## config.mk

```make
export PLATFORM = sky130hd
export DESIGN_NAME = b32to128_gearbox
export DESIGN_NICKNAME = d
export VERILOG_FILES = /design/src/rtl/b32to128_gearbox_pkg.sv /design/src/rtl/b32to128_gearbox.sv
export SDC_FILE = /design/constraint.sdc
export NUM_CORES = 1
export LEC_CHECK = 0
export BUFFER_PORTS_ARGS = -buffer_cell sky130_fd_sc_hd__clkbuf_2
export CAP_MARGIN = 20
export CELL_PAD_IN_SITES_DETAIL_PLACEMENT = 1
export CELL_PAD_IN_SITES_GLOBAL_PLACEMENT = 1
export CORE_MARGIN = 2
export CORE_UTILIZATION = 31
export CTS_BUF_LIST = sky130_fd_sc_hd__clkbuf_4
export CTS_CLUSTER_DIAMETER = 50
export DETAILED_ROUTE_END_ITERATION = 16
export PLACE_DENSITY_LB_ADDON = 0.1
export SETUP_SLACK_MARGIN = 0.05
export SYNTH_ARGS = -nofsm -noshare
export SYNTH_HDL_FRONTEND = slang
export SYNTH_SLANG_ARGS = --single-unit
```

## constraint.sdc

```tcl
create_clock -name clock -period 3.4 [get_ports clock]
set_input_delay 0.68 -clock clock [delete_from_list [all_inputs] [get_ports clock]]
set_output_delay 0.68 -clock clock [all_outputs]
set_load 0.03 [all_outputs]
```

## src/rtl/b32to128_gearbox_pkg.sv

```systemverilog
// Shared widths and helpers for the 32-bit to 128-bit datapath gearbox.
package b32to128_gearbox_pkg;
  localparam int WORD_W        = 32;
  localparam int BLOCK_W       = 128;
  localparam int RATIO_DEFAULT = BLOCK_W / WORD_W;

  // Bits needed to hold values 0..v-1, never less than one.
  function automatic int clog2w(input int v);
    int r;
    r = 1;
    for (int i = 1; i < 31; i++)
      if ((1 << i) < v) r = i + 1;
    return r;
  endfunction
endpackage

```

## src/rtl/b32to128_gearbox.sv

```systemverilog
// Packs RATIO consecutive IN_W-bit words into one block, with handshakes,
// short-block termination (zero padded) and selectable word order.
module b32to128_gearbox
  import b32to128_gearbox_pkg::*;
#(
  parameter int IN_W      = WORD_W,
  parameter int RATIO     = RATIO_DEFAULT,
  parameter int MSW_FIRST = 1
) (
  input  logic                            clock,
  input  logic                            reset,
  input  logic                            flush,
  input  logic                            in_valid,
  output logic                            in_ready,
  input  logic [IN_W-1:0]                 in_data,
  input  logic                            in_last,
  output logic                            out_valid,
  input  logic                            out_ready,
  output logic [RATIO*IN_W-1:0]           out_data,
  output logic [clog2w(RATIO+1)-1:0]      out_count
);
  localparam int CW = clog2w(RATIO + 1);

  logic [RATIO-1:0][IN_W-1:0] acc_q, acc_d, merged;
  logic [CW-1:0]              cnt_q, cnt_d, slot;
  logic [RATIO*IN_W-1:0]      out_data_q, out_data_d;
  logic [CW-1:0]              out_count_q, out_count_d;
  logic                       out_valid_q, out_valid_d;
  logic                       beat, drain, fin;

  assign in_ready = !flush && (!out_valid_q || out_ready);
  assign beat     = in_valid && in_ready;
  assign drain    = out_valid_q && out_ready;
  assign fin      = (cnt_q == CW'(RATIO - 1)) || in_last;
  assign slot     = (MSW_FIRST != 0) ? CW'(RATIO - 1) - cnt_q : cnt_q;

  always_comb begin
    for (int k = 0; k < RATIO; k++)
      merged[k] = (CW'(k) == slot) ? in_data : acc_q[k];
  end

  always_comb begin
    acc_d       = acc_q;
    cnt_d       = cnt_q;
    out_data_d  = out_data_q;
    out_count_d = out_count_q;
    out_valid_d = out_valid_q;
    if (drain) out_valid_d = 1'b0;
    // flush forces in_ready low, so it never coincides with a beat
    if (flush) begin
      acc_d = '0;
      cnt_d = '0;
    end else if (beat) begin
      if (fin) begin
        out_data_d  = merged;
        out_count_d = cnt_q + CW'(1);
        out_valid_d = 1'b1;
        acc_d       = '0;
        cnt_d       = '0;
      end else begin
        acc_d = merged;
        cnt_d = cnt_q + CW'(1);
      end
    end
  end

  always_ff @(posedge clock) begin
    if (reset) begin
      acc_q       <= '0;
      cnt_q       <= '0;
      out_data_q  <= '0;
      out_count_q <= '0;
      out_valid_q <= 1'b0;
    end else begin
      acc_q       <= acc_d;
      cnt_q       <= cnt_d;
      out_data_q  <= out_data_d;
      out_count_q <= out_count_d;
      out_valid_q <= out_valid_d;
    end
  end

  assign out_valid = out_valid_q;
  assign out_data  = out_data_q;
  assign out_count = out_count_q;
endmodule

```

==> qor.txt <==
status: finished clean
final setup violation count: 0
postcts setup bufs: 0
fmax: 0.391 GHz
RSZ-0062 raised after global routing: false
Final Hold Slack: 0.363 ns
placed cells: 1622
area occupied by multi-input gates: 5090 sq um
most frequent cells in the layout: 263 x dfxtp_1, 169 x clkbuf_2, 134 x nor2_1
vias per cell: 5.13
hold depth: 3
Peak VDD IR: 0.177 mV
static leakage: 4.78 nW
crit path max fanout: 36
Netlist Area Pre-Place: 10900 sq um
CP Capture Type: primary output
clk_lat worst skew: 0.73 ns
Routed wire per std cell: 19.5 um
Worst Path Arrival: 1.88 ns
setup_tns: 0 ns
Cell Pwr Density: 527 nW/um^2
cell area after layout: 13000 sq um
Seq/Total Area, Yosys: 48.2%
clk_skew: 0.0394 ns
Crit path required time: 2.72 ns
Worst Tran Pin Value: 0.919 ns
total power: 6.82 mW
Initial Util: 31.6%
pre-CTS WS: 0.687 ns
final period utilization: 75.3%
Final WS setup: 0.840 ns
IO Port Bufs: 170
synthesis-to-layout area growth: 18.5%
GP Congestion: 0.707
R2R cell count: 6
Hold Crit Class: input port to flop
Resized Gates After CTS: 0
TritonRoute pass-1 iters: 4
Yosys reg bits: 263
commonest non-fill, non-tap cell in the layout: dfxtp_1
Post-Synthesis Cells: 1095
hpwl dp: 20400 um
vias in the first global route: 9040
Max Transition Viols Final: 0
largest net degree at the start of global routing: 147
area post-placement: 12000 sq um
Slew headroom: 38.7%
Final min period: 2.56 ns
layout cells sized above 1: 28.9%
CTS HTree Levels: 3
clock tree sinks: 263
total of max-cap violations: 0
cell row count: 68
crit path launch type: flop
Clock Tree Buf Depth: 3
grt ovf: 0
Total Wirelength: 34100 um
Die Area: 36800 sq um
clock root buffer: clkbuf_4
cts hold-fix bufs: 0
Ports: 171
first-pass GRT wire length: 53300 um
DIE HEIGHT: 192 um
CTS tree: built
DRT iter0 DRCs: 454
Global Route Usage Sum: 18.6%
Post-Syn Nets: 1138
core area: 34600 sq um
Avg Inst Size Synth: 9.98 sq um
number of CTS-inserted buffers: 76
Final Util: 37.4%
Layout Cells excl Fill: 1747
via count: 8959
critical path class: flop to primary output
Ys Warns: 0
FILL cells: 3981
Routed Antenna Nets: 0
nets: 1288
Sequential Area: 5270 sq um
Clock Pin Slew Worst Setup and Hold Paths: 0.07 ns
Final Hold Violating Endpoints: 0
floorplan die width: 192 um
initial antenna violation count: 1
count of cell types in the netlist: 27
# DRC: 0
[critical path: stages, from the launching register on]
cell and delay [ns]:
dfxtp_1 0.35, nor2b_4 0.16, buf_4 0.39, nor2_1 0.08, clkbuf_2 0.20
[synth_stat cells]
cell / n / area, sq um
nor2_1: 135 / 507
mux2i_1: 129 / 1290
a211oi_2: 51 / 638
nand2b_2: 1 / 8.76
nand3b_4: 1 / 20.0
or3_1: 1 / 6.26
a21oi_1: 3 / 15.0
clkbuf_1: 42 / 158
nand2_1: 4 / 15.0
nor2b_1: 4 / 25.0
buf_2: 49 / 245
o21ai_0: 32 / 160
buf_6: 10 / 113
nor2_2: 1 / 6.26
buf_4: 9 / 67.6
nand3_1: 97 / 485
nand4_1: 1 / 6.26
or2_1: 1 / 6.26
dfxtp_1: 263 / 5270
inv_1: 4 / 15.0
nand2_2: 1 / 6.26
ha_1: 5 / 62.6
a211oi_1: 80 / 601
or2_2: 1 / 6.26
buf_1: 10 / 37.5
o31ai_1: 128 / 961
and2_1: 32 / 200
[sequential cells by signal (all words and copies together), names as in the netlist]
register   flops
out_valid      1
out_data     128
cnt_q          3
acc_q        128
out_count      3
[layer usage]
layer	GRT usage (%)	wire length, um	vias up
met4	6.69	599	0
met1	26.0	16700	4349
met5	0	0	-
met3	4.17	1730	48
met2	28.1	15000	201
li1	-	-	4361
[power breakdown]
group	leakage [nW]	internal, mW	total (mW)	switching (mW)
sequential	2.13	3.17	3.22	0.0518
clock	0.557	1.56	2.93	1.37
combinational	2.09	0.177	0.681	0.504
total	4.78	4.90	6.82	1.92
[cell type report]
type                       count  area share, %
clock buffer                 112           6.49
sequential                   263           40.7
tap                          455           4.40
timing repair buffer         192           8.47
multi-input combinational    708           39.3
inverter                       4          0.116
antenna                        1         0.0193
clock inverter                12          0.551
[path summary, 6_finish.rpt]
path              startpoint   endpoint  slack, ns
hold reg to reg    acc_q[59]  acc_q[59]       0.47
hold / removal         flush   cnt_q[2]       0.36
setup / recovery   out_valid   in_ready       0.84
setup reg to reg    cnt_q[0]  acc_q[16]       1.11
[cell families (layout without fill, tap and decap cells)]
logic type	after synthesis	count (layout)	share of synthesized area, %
AOI/OAI and AO/OA	294	294	21.7
adders and majority gates	5	5	0.572
buffers and inverters	124	320	5.82
DFF	263	263	48.2
muxes	129	129	11.8
other	0	1	0
and+or+nand+nor	280	280	11.9
Power figures use the tool's default switching activity.
